--- src/rtl/trap_ctrl.sv ---
// -----------------------------------------------------------------------------
// trap_ctrl
//
// Machine-mode trap sequencer. When an instruction commits in IDLE, the block
// takes at most one event, in priority order timer interrupt, ecall, mret.
// Taking an event flushes the pipeline in that same cycle and latches the CSR
// update values and the redirect target. The following cycle (UPDATE) strobes
// csrUpdata. The block then sits in REDIRECT, presenting the target, until
// the fetch side accepts it.
//
// Configuration macro: TRAP_TIMER_IRQ_EN
//   defined   : timer_irq & gIntEn is taken as the highest-priority event
//   undefined : timer_irq is ignored (the port is kept); only ecall/mret taken
//
// Ports
//   clk, rst                 clock, asynchronous active-high reset
//   commit_valid/pc          committing instruction and its PC
//   commit_ecall/mret        instruction is an ecall / mret
//   timer_irq                level machine-timer interrupt request
//   csr_mtvec/mepc/mcause    current CSR values
//   gIntEn                   mstatus.MIE
//   mcause_n/mepc_n          new mcause/mepc values (held until next take)
//   mstatus_n                1 = trap entry (MIE cleared), 0 = mret
//   csrUpdata                one-cycle CSR write strobe
//   redirect_valid/pc        fetch redirect request and target
//   redirect_ready           fetch side accepts the redirect
//   flush                    one-cycle pipeline flush in the take cycle
//   commit_accept            high only in IDLE; commit stalls while low
// -----------------------------------------------------------------------------
module trap_ctrl (
    input  logic        clk,
    input  logic        rst,
    input  logic        commit_valid,
    input  logic [63:0] commit_pc,
    input  logic        commit_ecall,
    input  logic        commit_mret,
    input  logic        timer_irq,
    input  logic [63:0] csr_mtvec,
    input  logic [63:0] csr_mepc,
    input  logic [63:0] csr_mcause,
    input  logic        gIntEn,
    output logic [63:0] mcause_n,
    output logic [63:0] mepc_n,
    output logic        mstatus_n,
    output logic        csrUpdata,
    output logic        redirect_valid,
    output logic [63:0] redirect_pc,
    input  logic        redirect_ready,
    output logic        flush,
    output logic        commit_accept
);

    typedef enum logic [1:0] {
        ST_IDLE     = 2'b00,
        ST_UPDATE   = 2'b01,
        ST_REDIRECT = 2'b10
    } state_t;

    localparam logic [63:0] CAUSE_MTIMER = 64'h8000_0000_0000_0007;
    localparam logic [63:0] CAUSE_ECALL  = 64'd11;

    // Direct-mode trap vector: the low two mtvec bits are the MODE field.
    function automatic logic [63:0] vec_base(input logic [63:0] mtvec);
        return {mtvec[63:2], 2'b00};
    endfunction

    state_t      state_r;
    logic [63:0] mcause_r;
    logic [63:0] mepc_r;
    logic        mstatus_r;
    logic        csr_upd_r;
    logic        redirect_valid_r;
    logic [63:0] redirect_pc_r;
    logic        commit_accept_r;

    logic        irq_req_s;
    logic        take_s;
    logic [63:0] cause_nxt_s;
    logic [63:0] epc_nxt_s;
    logic        status_nxt_s;
    logic [63:0] target_nxt_s;

`ifdef TRAP_TIMER_IRQ_EN
    assign irq_req_s = timer_irq & gIntEn;
`else
    // The interrupt path is compiled out; the AND with zero keeps the
    // retained inputs referenced.
    assign irq_req_s = 1'b0 & timer_irq & gIntEn;
`endif

    // Event selection and the values latched when an event is taken.
    always_comb begin
        take_s       = 1'b0;
        cause_nxt_s  = 64'd0;
        epc_nxt_s    = 64'd0;
        status_nxt_s = 1'b0;
        target_nxt_s = 64'd0;
        if ((state_r == ST_IDLE) && commit_valid) begin
            if (irq_req_s) begin
                take_s       = 1'b1;
                cause_nxt_s  = CAUSE_MTIMER;
                epc_nxt_s    = commit_pc;
                status_nxt_s = 1'b1;
                target_nxt_s = vec_base(csr_mtvec);
            end else if (commit_ecall) begin
                take_s       = 1'b1;
                cause_nxt_s  = CAUSE_ECALL;
                epc_nxt_s    = commit_pc;
                status_nxt_s = 1'b1;
                target_nxt_s = vec_base(csr_mtvec);
            end else if (commit_mret) begin
                // mret rewrites mcause/mepc with their current values, so
                // the CSR strobe leaves them unchanged.
                take_s       = 1'b1;
                cause_nxt_s  = csr_mcause;
                epc_nxt_s    = csr_mepc;
                status_nxt_s = 1'b0;
                target_nxt_s = csr_mepc;
            end else begin
                take_s       = 1'b0;
            end
        end else begin
            take_s = 1'b0;
        end
    end

    // Trap sequencer FSM with registered outputs.
    always_ff @(posedge clk or posedge rst) begin
        if (rst) begin
            state_r          <= ST_IDLE;
            mcause_r         <= 64'd0;
            mepc_r           <= 64'd0;
            mstatus_r        <= 1'b0;
            csr_upd_r        <= 1'b0;
            redirect_valid_r <= 1'b0;
            redirect_pc_r    <= 64'd0;
            commit_accept_r  <= 1'b1;
        end else begin
            case (state_r)
                ST_IDLE: begin
                    if (take_s) begin
                        state_r         <= ST_UPDATE;
                        mcause_r        <= cause_nxt_s;
                        mepc_r          <= epc_nxt_s;
                        mstatus_r       <= status_nxt_s;
                        redirect_pc_r   <= target_nxt_s;
                        csr_upd_r       <= 1'b1;
                        commit_accept_r <= 1'b0;
                    end
                end
                ST_UPDATE: begin
                    state_r          <= ST_REDIRECT;
                    csr_upd_r        <= 1'b0;
                    redirect_valid_r <= 1'b1;
                end
                ST_REDIRECT: begin
                    if (redirect_ready) begin
                        state_r          <= ST_IDLE;
                        redirect_valid_r <= 1'b0;
                        commit_accept_r  <= 1'b1;
                    end
                end
                default: begin
                    state_r          <= ST_IDLE;
                    csr_upd_r        <= 1'b0;
                    redirect_valid_r <= 1'b0;
                    commit_accept_r  <= 1'b1;
                end
            endcase
        end
    end

    // flush must be visible in the take cycle itself, so it is the only
    // output decoded from inputs; reset masks it immediately.
    assign flush          = take_s & ~rst;
    assign mcause_n       = mcause_r;
    assign mepc_n         = mepc_r;
    assign mstatus_n      = mstatus_r;
    assign csrUpdata      = csr_upd_r;
    assign redirect_valid = redirect_valid_r;
    assign redirect_pc    = redirect_pc_r;
    assign commit_accept  = commit_accept_r;

endmodule

--- config.mk ---
export PLATFORM = sky130hd
export DESIGN_NAME = trap_ctrl
export DESIGN_NICKNAME = d
export VERILOG_FILES = /design/src/rtl/trap_ctrl.sv
export SDC_FILE = /design/constraint.sdc
export NUM_CORES = 1
export LEC_CHECK = 0
export ABC_AREA = 1
export BUFFER_PORTS_ARGS = -buffer_cell sky130_fd_sc_hd__clkbuf_2
export CAP_MARGIN = 0
export CORE_AREA = 2 2 178 180
export CTS_CLUSTER_DIAMETER = 60
export DETAILED_ROUTE_END_ITERATION = 8
export DIE_AREA = 0 0 180 182
export GPL_ROUTABILITY_DRIVEN = 0
export PLACE_DENSITY = 0.54
export REMOVE_ABC_BUFFERS = 1
export SLEW_MARGIN = 20
export SYNTH_ARGS = -nofsm -noshare
export SYNTH_HDL_FRONTEND = slang
export SYNTH_SLANG_ARGS = --single-unit
--- constraint.sdc ---
create_clock -name clk -period 10.95 [get_ports clk]
set_clock_uncertainty 0.1 [all_clocks]
set_input_delay 1.095 -clock clk [delete_from_list [all_inputs] [get_ports clk]]
set_output_delay 1.095 -clock clk [all_outputs]
set_load 0.02 [all_outputs]
---- After elaboration in Yosys (flattened, before gate mapping) ----
Index checks and enable logic that the tools add are counted.
word-level totals
  bits in read-only memories .............. 0
  logic and storage cells ................. 47
  register bits ........................... 198
  input port bits ......................... 264
  latch bits .............................. 0
  memory bits (writable) .................. 0
  output and inout bits ................... 197
  memories ................................ 0
cells by class
  add/sub/neg operators ................... 0
  reduce and logical (&&, ||, !) cells .... 7
  shift operators ......................... 0
  mux-type cells .......................... 23
  divide/modulo/power cells ............... 0
  multipliers ............................. 0
  bitwise logic cells ..................... 5
  order comparisons ....................... 0
  equality and inequality tests ........... 4
operators by type and width
  operator            number
  $mux 64             8
  $mux 1              9
  $reduce_and 2->1    4
  $pmux 1 s3          2
  $pmux 2 s3          1
  $mux 2              2
  $ne 2x2->1 const B  2
  $not 1->1           4
  $reduce_and 3->1    1
  $eq 2x1->1 const B  1
  $eq 2x2->1 const B  1
  $logic_not 2->1     1
  $pmux 1 s2          1
  $and 1x1->1         1
  $logic_and 1x1->1   1

---- Logic depth before layout (Yosys ltp) ----
Gate-level depths: netlist of the first run.
  word-level depth ........................ 5
  gate-level depth with buffers ........... 8
  mapped depth without buffers ............ 5

---- Least setup slack after synthesis of the first run ----
Ideal clock, no wire load.
  path type ............................... input to output
  from .................................... input port commit_mret
  to ...................................... output port flush
  data arrival time ....................... 2.070 ns
  setup slack ............................. 7.685 ns
  required time ........................... 9.755 ns
  stages on the path ...................... 7
  buffers on the path ..................... 3
  path through ............................ buf_2 > inv_1 > nand2_1 > nand3_2 > buf_2 > buf_2 > nor2_1
on the way
  cells in the longest elaborated chain, start to end .. 4
RTL lines
  what             line  text
  start, declared  36    input logic commit_mret,
  $mux 1           111   end else if (commit_mret) begin
  $mux 1           105   end else if (commit_ecall) begin
  $mux 1           98    if ((state_r == ST_IDLE) && commit_valid) begin
  $and 1x1->1      175   assign flush = take_s & ~rst;
  end, declared    49    output logic flush,
No other way between the ends.

---- Final worst setup path of the first run ----
  from .................................... input port commit_valid
  to ...................................... output port flush
on the way
  cells in the longest elaborated chain, start to end .. 3
RTL lines
  what               line  text
  start, declared    33    input logic commit_valid,
  $logic_and 1x1->1  98
  $mux 1             98
  $and 1x1->1        175
No other way between the ends.

==> results of run 1 <==
[cell families after synthesis]
group	after synthesis
DFF	198
AOI/OAI and AO/OA	3
buffers and inverters	231
and+or+nand+nor	853
[layer usage]
metal,up-vias,track usage [%]
li1,4848,-
met1,4511,26.22
met2,325,33.20
met3,50,3.831
met4,0,8.033
met5,-,0
[synthesized netlist by cell type, drive strengths merged]
cell type and instances:
buf 52, clkbuf 45, dfrtp 197, dfstp 1, inv 134, nand2 658, nand3 1, nand4 188
nor2 4, nor3b 1, o21ai 3, or2 1
[worst max-delay path: stages]
cell and delay, ps:
buf_6 590, nand3_4 660, nor2_1 260, clkbuf_2 200
[through the flow]
stage               utilization [%]  power, mW  hold slack, ps  cell area (µm²)  instances
floorplan                         -      1.797           454.9             9169       1188
global placement              38.96      2.293           353.8            12070       2058
detailed placement            38.96      2.300           357.0            12070       2058
CTS                           40.88      2.966           375.1            12670       2090
global route                  40.88      3.113           394.4            12670       2090
finish                        40.88      2.931           372.9            12670       2090
[sequential cells by signal, summed over array words and instances, names as in the netlist]
name and flops:
commit_accept 1, csrUpdata 1, mcause_n 64, mepc_n 64, mstatus_n 1, redirect_pc 64, redirect_valid 1, state_r 2
[final cells by class]
class                           instances  share of cell area (%)
Sequential cell                       198                   39.12
Timing Repair Buffer                  468                   18.80
Inverter                              134                   4.030
Clock inverter                         14                   1.304
Multi-Input combinational cell        856                   29.39
Clock buffer                           18                   3.388
Tap cell                              402                   3.971
[path summary, 6_finish.rpt]
kind                               from              end  slack [ps]
max                        commit_valid            flush        6880
min                        mcause_n[31]     mcause_n[31]         370
max reg2reg                  state_r[0]  redirect_pc[23]        7650
min reg2reg                mcause_n[31]     mcause_n[31]         370
max in group asynchronous           rst       mepc_n[48]        8210
min in group asynchronous           rst      mcause_n[6]         670
[power groups by stage]
stage | clock network [mW] | logic [mW] | registers (mW)
floorplan | 0 | 0.353 | 1.44
global placement | 0 | 1.16 | 1.13
detailed placement | 0 | 1.17 | 1.13
CTS | 0.674 | 1.17 | 1.13
global route | 0.697 | 1.26 | 1.16
finish | 0.654 | 1.15 | 1.13
[placed cells by master, fill, tap and decap left out]
cell type	count
buf_4	13
buf_6	1
bufinv_16	2
clkbuf_1	1
clkbuf_16	17
clkbuf_2	454
clkinv_2	1
clkinv_4	2
clkinvlp_4	3
dfrtp_1	197
dfstp_2	1
inv_1	132
inv_2	1
inv_6	3
inv_8	4
nand2_1	658
nand3_4	1
nand4_1	188
nor2_1	2
nor2_4	2
nor3b_1	1
o21ai_0	3
or2_2	1
==> results.md, run 1 <==
- Clk_lat worst skew: 430 ps
- Post-Route M1 WL: 14.77 mm
- Vias in the first global route: 9409
- Met2 WL: 16.09 mm
- Setup CP Type: input pin to output port
- Nets: 1939
- Crit path max fanout: 105
- Post-cts resize count: 0
- CTS tree: done
- Number of synthesized register bits: 198
- WHS Path Cells: 2
- Psw: 1.258 mW
- Inserted Diodes: 0
- Initial core utilization: 30.95%
- Top cells by area, synth: dfrtp_1, nand2_1, nand4_1
- Mapped Area: 9590 µm²
- Crit path time final: 4074 ps
- Die X: 180 µm
- Synth Area in XOR/XNOR: 0%
- Final hold vios: 0
- Total GRT Usage: 20.17%
- CP Launch Type: input pin
- Vias: 9734
- H-tree depth: 4
- Sequential power share: 38.5%
- Synth Area in Adders: 0%
- Post-synthesis cell type count: 16
- Post-synthesis mux area share: 0%
- DR top layer: met4
- Ratio of final minimum period to clock period: 37.21%
- Fill cells: 3359
- Die area: 32760 µm²
- Die height: 182 µm
- First-iteration detailed-routing DRC count: 495
- Slew headroom: 27.28%
- Row count: 65
- Power Dens Cells: 231.4 nW/µm²
- Cell type with the largest total area after synthesis: dfrtp_1
- Max Root-Sink Buffers: 2
- Share of post-route cells with drive strength above 1: 29.98%
- Total Wirelength: 33.71 mm
- Largest net degree at the start of global routing: 106
- Final worst slack: 6876 ps
- Met3 WL post-DR: 1.877 mm
- # DRC: 0
- First-pass GRT wire length: 52.72 mm
- Switching part of the total: 42.92%
- Maximum vdd ir drop: 0.0001197 V
- Power share of the combinational group: 39.2%
- Top cell type's share of synthesized area: 51.40%
- Clock share of power: 22.3%
- CP Capture Type: output port
- Reg2reg path depth: 6
- Multi-input gate area: 3722 µm²
- Main combinational cell family by area after synthesis: simple AND/OR/NAND/NOR gates
- Num CTS Buffers: 17
- TritonCTS Sinks: 198
- Initial antenna violation count: 0
- Pre-CTS WS: 6742 ps
- Gr ovfl total: 0
- Fmax: 245.4 MHz
- MaxCap Viol Count: 0
- Static Leak: 7.731 nW
- Post-synthesis simple-gate area fraction: 38.53%
- Final TNS setup: 0 ps
- Hold Path Class: register to register
- Int Pwr: 1.673 mW
- Critical Path RT: 9760 ps
- RSZ-0062 raised after global routing: false
- Core area: 30990 µm²
- Worst-Margin Slew: 1091 ps
- Cells after Synth: 1285
- CTS Hold Bufs: 0
- Compound-gate portion of the synthesized area: 0.1566%
- WL/cell: 16.13 µm
- Outcome: finished clean
- Final setup violation count: 0
- Fin. max-slew vios: 0
- Mean Syn Cell Area: 7.463 µm²
- CP Data Arrival Time: 2880 ps
- Sequential area share after synthesis: 51.68%
- P&R area growth vs syn: 32.08%
- Via density: 4.657
- Worst-path clk slew: 70 ps
- Syn. warnings: 0
- Top Ports: 461
- Final ANT Viol Nets: 0
- 1st-pass router iterations: 4
- Input/output buffers: 456
- CTS root buf: clkbuf_16
- Register Area: 4956 µm²
- Setup repair bufs after CTS: 0
- Post-DP HPWL: 22.46 mm
(Power assumes the default switching activity.)
==> run 2: changes to the inputs <==
Settings changed: ABC_AREA 1 to 0, CORE_AREA 2 2 178 180 to 2 2 181 183, DIE_AREA 0 0 180 182 to 0 0 183 185, PLACE_DENSITY 0.54 to 0.5.
Clock period 10.95 ns to 3.3 ns, I/O delays scaled along.
==> run 2 against run 1 <==
Non-clock buffer count grew 104; clock power grew to 3.2 times the previous value; utilization fell by 1.8 points; critical path depth stayed put; via count decreased by 18%; register-to-register slack got worse by 6600 ps; sequential power grew to 3.6 times the previous value; routed wire length shrank 5.0%; cell count shrank 23%; count of clock-buffer cells in the layout increased by 1; largest cell class unchanged.
==> results.md, run 2 <==
- WHS Path Cells: 2 (unchanged)
- CTS root buf: clkbuf_16 (unchanged)
- Mapped Area: 8352 µm² (was 9590 µm²)
- Initial core utilization: 26.07% (was 30.95%)
- Fmax: 416.4 MHz
- Ratio of final minimum period to clock period: 72.77%
- Synth cell count leaders: dfrtp_1, a22oi_1, o2bb2ai_1, a22o_1, nand2_1 (was nand2_1, dfrtp_1, nand4_1, inv_1, buf_2)
- Worst-Margin Slew: 838.8 ps (was 1091 ps)
- Post-synth EDFFs: 0 (unchanged)
- Largest net degree at the start of global routing: 127 (was 106)
- Nets: 1454 (was 1939)
- Inst Count DP: 1482 (was 2058)
- Setup repair bufs after CTS: 0 (unchanged)
- Critical Path RT: 2870 ps (was 9760 ps)
- Die area: 33860 µm² (was 32760 µm²)
- Total Power: 10.32 mW (was 2.931 mW)
- Clock share of power: 20.0% (was 22.3%)
- Total GRT Usage: 18.32% (was 20.17%)
- Initial antenna violation count: 0 (unchanged)
- Sequential power share: 38.9% (was 38.5%)
- GR Util met3: 4.974% (was 3.831%)
- CTS Hold Bufs: 96 (was 0)
- Syn. warnings: 0 (unchanged)
- Filler-free cell count of the finished design: 1610 (was 2090)
- Busiest grt layer: met2 (unchanged)
- Cell type with the largest total area after synthesis: dfrtp_1 (unchanged)
- Psw: 4.362 mW (was 1.258 mW)
- Gr ovfl total: 0 (unchanged)
- TritonCTS Sinks: 198 (unchanged)
- Final setup violation count: 0 (unchanged)
- Commonest non-fill, non-tap cell in the layout: clkbuf_2 (was nand2_1)
- Most numerous cell in the Yosys netlist: dfrtp_1 (was nand2_1)
- Fill cells: 3169 (was 3359)
- RSZ-0062 raised after global routing: false (unchanged)
- Total Wirelength: 32.03 mm (was 33.71 mm)
- First-iteration detailed-routing DRC count: 457 (was 495)
- WL/cell: 19.89 µm (was 16.13 µm)
- Multi-input gate area: 3009 µm² (was 3722 µm²)
- Inserted Diodes: 0 (unchanged)
- Main synth FF type: dfrtp_1 (unchanged)
- FFs w/ async S/R, synth: 100.0% (unchanged)
- Grt met1 use: 22.70% (was 26.22%)
- Post-synthesis cell type count: 30 (was 16)
- Number of synthesized register bits: 198 (unchanged)
- Hold Path Class: input pin to register (was register to register)
- Post-cts resize count: 0 (unchanged)
- Crit path time final: 2401 ps
- Core area: 32040 µm² (was 30990 µm²)
- Most frequent cells in the layout: clkbuf_2, dfrtp_1, a22oi_1 (was nand2_1, clkbuf_2, dfrtp_1)
- Reg2reg path depth: 4 (was 6)
- Crit path max fanout: 21 (was 105)
- P&R area growth vs syn: 49.90% (was 32.08%)
- Outcome: finished clean (unchanged)
- Setup CP Type: register to output port (was input pin to output port)
- Slew headroom: 44.08% (was 27.28%)
- Worst-path clk slew: 80 ps (was 70 ps)
- Post-DP HPWL: 21.65 mm (was 22.46 mm)
- Int Pwr: 5.957 mW (was 1.673 mW)
- Met2 usage: 31.15% (was 33.20%)
- Vias: 7992 (was 9734)
- Input/output buffers: 456 (unchanged)
- CP Launch Type: register (was input pin)
- Sequential area share after synthesis: 59.34% (was 51.68%)
- Vias in the first global route: 8042 (was 9409)
- Die height: 185 µm (was 182 µm)
- Register Area: 4956 µm² (unchanged)
- CP Capture Type: output port (unchanged)
- Top Ports: 461 (unchanged)
- 1st-pass router iterations: 5 (was 4)
- CP Data Arrival Time: 1970 ps (was 2880 ps)
- Mean Syn Cell Area: 12.35 µm² (was 7.463 µm²)
- Switching part of the total: 42.27% (was 42.92%)
- Row count: 66 (was 65)
- Power Dens Cells: 824.3 nW/µm² (was 231.4 nW/µm²)
- H-tree depth: 4 (unchanged)
- First-pass GRT wire length: 47.82 mm (was 52.72 mm)
- Power share of the combinational group: 41.1% (was 39.2%)
- Num CTS Buffers: 17 (unchanged)
- MaxCap Viol Count: 0 (unchanged)
- Top cell type's share of synthesized area: 59.03% (was 51.40%)
- # DRC: 0 (unchanged)
- Static Leak: 6.171 nW (was 7.731 nW)
- Via density: 4.964 (was 4.657)
- Clk_lat worst skew: 430 ps (about the same)
- Top cells by area, synth: dfrtp_1, a22oi_1, o2bb2ai_1 (was dfrtp_1, nand2_1, nand4_1)
- Final ANT Viol Nets: 0 (unchanged)
- CTS tree: done (unchanged)
- Fin. max-slew vios: 0 (unchanged)
- Maximum vdd ir drop: 0.0004181 V (was 0.0001197 V)
- Final hold vios: 0 (unchanged)
- Share of post-route cells with drive strength above 1: 42.85% (was 29.98%)
- Cells after Synth: 676 (was 1285)
- Die X: 183 µm (was 180 µm)
- Max Root-Sink Buffers: 2 (unchanged)
run 2: cell count changes after synthesis, sizes merged, moves of 63 or more:
cell | previous run | this run
nand2 | 658 | 63
a22oi | 0 | 126
nand4 | 188 | 0
o2bb2ai | 0 | 65
inv | 134 | 4
a22o | 0 | 63
run 2: worst paths after layout:
path                           startpoint               to  slack (ps)
min                        csr_mcause[19]     mcause_n[19]          20
max                            state_r[0]            flush         900
max in group asynchronous             rst     mcause_n[39]        1690
min in group asynchronous             rst  redirect_pc[22]         480
min reg2reg                 commit_accept    commit_accept         360
max reg2reg                    state_r[0]      mcause_n[0]        1020
run 2: area by class of cell:
type / count / area share [%]
well taps: 408 / 4.078
clock inverters: 12 / 0.8595
clock buffers: 19 / 3.538
inverters: 4 / 0.1799
repair buffers: 572 / 27.72
multi-input cells: 397 / 24.04
flip-flops and latches: 198 / 39.59
run 2: stage by stage:
| stage | utilization [%] | setup slack (ps) | hold WS [ps] | cell area (µm²) | setup TNS, ps |
|---|---|---|---|---|---|
| 2_1_floorplan | - | -5274 | 356.0 | 7934 | -1276300 |
| 3_3_place_gp | 34.33 | 1060 | 349.2 | 11000 | 0 |
| 5_1_grt | 39.07 | 723.8 | 7.399 | 12520 | 0 |
| 6_report | 39.07 | 898.6 | 20.50 | 12520 | 0 |
| 3_5_place_dp | 34.33 | 1014 | 352.1 | 11000 | 0 |
| 4_1_cts | 39.04 | 839.8 | 0.3122 | 12510 | 0 |
run 2: power by group through the flow:
stage | registers, mW | logic (mW) | clock network (mW)
2_1_floorplan | 5.16 | 1.26 | 0
3_3_place_gp | 4.03 | 4.17 | 0
3_5_place_dp | 4.02 | 4.20 | 0
4_1_cts | 4.00 | 4.28 | 2.14
5_1_grt | 4.14 | 4.55 | 2.24
6_report | 4.02 | 4.24 | 2.07
run 2: cell families (layout without fill, tap and decap cells):
group                  Yosys count  count (layout)  synth area share, %
AO/OA/AOI/OAI                  322             322                31.72
buffers and inverters           81             607                5.183
flip-flops                     198             198                59.34
multiplexers                     1               1               0.1199
AND/OR/NAND/NOR                 74              74                3.641
run 2: metal layers:
metal	part of all wire, %	vias up
met3	7.4	41
met4	2.2	0
met2	49	341
met1	42	3883
met5	0	-
li1	-	3727
run 2: worst max-delay path, cell delays in order (launching register included):
cell and delay (ps):
dfrtp_1 480, nor3b_2 390, o21ai_4 300, nor2_1 160, clkbuf_2 190
==> run 3: changes to the inputs <==
Settings changed: PLACE_DENSITY 0.5 to 0.48.
Clock period 3.3 ns to 2.4 ns, I/O delays scaled along.
==> run 3 against run 2 <==
Critical path depth rose by 1; highest routed layer unchanged; sequential share of layout area fell by 3.5 points; critical endpoint is now redirect_pc[63]; sequential cell count did not move; largest power group unchanged.
==> results.md, run 3 (synthesized netlist as in run 2, its figures left out) <==
- Fin. max-slew vios: 0 (unchanged)
- Input/output buffers: 456 (unchanged)
- Final hold vios: 0 (unchanged)
- Crit-path leading delay family: buffers and inverters (was simple AND/OR/NAND/NOR gates)
- 1st-pass router iterations: 4 (was 5)
- Worst-Margin Slew: 907.5 ps (was 838.8 ps)
- CP Launch Type: register (unchanged)
- Initial core utilization: 26.07% (unchanged)
- CTS tree: done (unchanged)
- Clk_lat worst skew: 430 ps (about the same)
- # DRC: 0 (unchanged)
- Vias: 8433 (was 7992)
- CP max stage delay: 560 ps (was 480 ps)
- RSZ-0062 raised after global routing: false (unchanged)
- Top Ports: 461 (unchanged)
- Final ANT Viol Nets: 0 (unchanged)
- TritonCTS Sinks: 198 (unchanged)
- Gr ovfl total: 0 (unchanged)
- Fmax: 449.4 MHz
- Slowest CP cell: dlygate4sd3_1 (was dfrtp_1)
- Crit path max fanout: 30 (was 21)
- First-pass GRT wire length: 50.84 mm (was 47.82 mm)
- Initial antenna violation count: 1 (was 0)
- Power Dens Cells: 1083 nW/µm² (was 824.3 nW/µm²)
- CP Capture Type: register (was output port)
- Crit-path cells: or3b_4, buf_12, a22oi_1, nand3_1, dlygate4sd3_1 (was nor3b_2, o21ai_4, nor2_1, clkbuf_2)
- H-tree depth: 4 (unchanged)
- Die X: 183 µm (unchanged)
- Outcome: finished clean (unchanged)
- Hold Path Class: input pin to register (unchanged)
- Row count: 66 (unchanged)
- Setup CP Type: register to register (was register to output port)
- Die height: 185 µm (unchanged)
- Via density: 4.897 (was 4.964)
- Final setup violation count: 0 (unchanged)
- Commonest non-fill, non-tap cell in the layout: clkbuf_2 (unchanged)
- CTS root buf: clkbuf_16 (unchanged)
- Nets: 1564 (was 1454)
- Slew headroom: 39.50% (was 44.08%)
- Total GRT Usage: 19.39% (was 18.32%)
- Maximum vdd ir drop: 0.0005471 V (was 0.0004181 V)
- Placed cell area: 11090 µm² (was 11000 µm²)
- Max Root-Sink Buffers: 2 (unchanged)
- Post-Layout Inst Area: 13720 µm² (was 12520 µm²)
- MaxCap Viol Count: 0 (unchanged)
- WL/cell: 19.57 µm (was 19.89 µm)
- CP Data Arrival Time: 2440 ps (was 1970 ps)
- Final worst slack: 174.9 ps (was 898.6 ps)
- Num CTS Buffers: 17 (unchanged)
- Filler-free cell count of the finished design: 1722 (was 1610)
- Worst-path clk slew: 80 ps (about the same)
- Crit path time final: 2225 ps
- Critical Path RT: 2610 ps (was 2870 ps)
- Core area: 32040 µm² (unchanged)
- Worst path bufs/invs: 2 (was 1)
- Pre-CTS WS: 333.6 ps (was 1014 ps)
- Most frequent cells in the layout: clkbuf_2, dlygate4sd3_1, dfrtp_1 (was clkbuf_2, dfrtp_1, a22oi_1)
- P&R area growth vs syn: 64.33% (was 49.90%)
- Ratio of final minimum period to clock period: 92.71%
- Largest net degree at the start of global routing: 84 (was 127)
- First-iteration detailed-routing DRC count: 373 (was 457)
- Vias in the first global route: 8755 (was 8042)
- Die area: 33860 µm² (unchanged)
- Post-DP HPWL: 22.89 mm (was 21.65 mm)
- Inst Count DP: 1487 (was 1482)
- Share of post-route cells with drive strength above 1: 39.98% (was 42.85%)
- Static Leak: 6.675 nW (was 6.171 nW)
- Total Wirelength: 33.69 mm (was 32.03 mm)
==> run 3: changes by cell type in the layout (fill, tap and decap cells not counted), moves of 2 or more <==
cell           change
dlygate4sd3_1    +103
buf_12             +4
buf_4              +3
inv_6              -3
clkinv_8           +2
==> run 3: worst reg2reg max path, delay by kind of cell, from the launching register on <==
family | cells | cell delay [ps]
AOI/OAI and AO/OA | 1 | 210
and+or+nand+nor | 2 | 550
DFF | 1 | 480
buffers and inverters | 2 | 750
==> run 3: worst paths after layout <==
check,start,endpoint,slack [ps],depth (start not counted)
max in group asynchronous,rst,commit_accept,1160,4
hold reg to reg,commit_accept,commit_accept,360,2
min in group asynchronous,rst,mcause_n[54],340,3
setup reg to reg,state_r[1],redirect_pc[63],170,5
setup / recovery,state_r[1],redirect_pc[63],170,5
hold / removal,commit_pc[29],mepc_n[29],20,3
==> run 3: final cells by class <==
cell class / instances / area (µm²)
Fill cell: 3118 / 18320
Sequential cell: 198 / 4957
Timing Repair Buffer: 682 / 4604
Multi-Input combinational cell: 397 / 3015
Tap cell: 408 / 510.5
Clock buffer: 19 / 452.9
Clock inverter: 13 / 158.9
Inverter: 4 / 22.52
Antenna cell: 1 / 2.502
==> run 3: where the power goes <==
| part | leakage (nW) | switching (mW) | internal (mW) |
|---|---|---|---|
| clock network | 0.298 | 1.47 | 1.55 |
| logic | 3.91 | 3.75 | 2.54 |
| registers | 2.47 | 0.909 | 4.64 |
| total | 6.67 | 6.13 | 8.73 |
==> run 3: through the flow <==
step | hold slack, ps | total power [mW] | util, % | setup TNS, ps
3_5_place_dp | 254.6 | 11.38 | 34.60 | 0
5_1_grt | 10.74 | 15.72 | 42.83 | 0
2_1_floorplan | 266.0 | 8.832 | - | -1613890
4_1_cts | 0.09609 | 14.98 | 42.76 | 0
6_report | 18.89 | 14.86 | 42.83 | 0
3_3_place_gp | 252.8 | 11.33 | 34.60 | 0
==> run 3: what timing repair did <==
item                                    4_1_cts  5_1_grt
buffers inserted                              0        2
hold buffers                                200        0
endpoints found under the hold margin       196        0
endpoints found under the setup margin        0       15
resized for setup                             0        2
==> run 3: routing by layer <==
metal  part of all wire (%)  track usage [%]  vias to the layer above
li1                       -                -                     3954
met1                     42            24.23                     4098
met2                     49            32.74                      351
met3                    7.1            5.368                       30
met4                    1.8            5.760                        0
met5                      0                0                        -
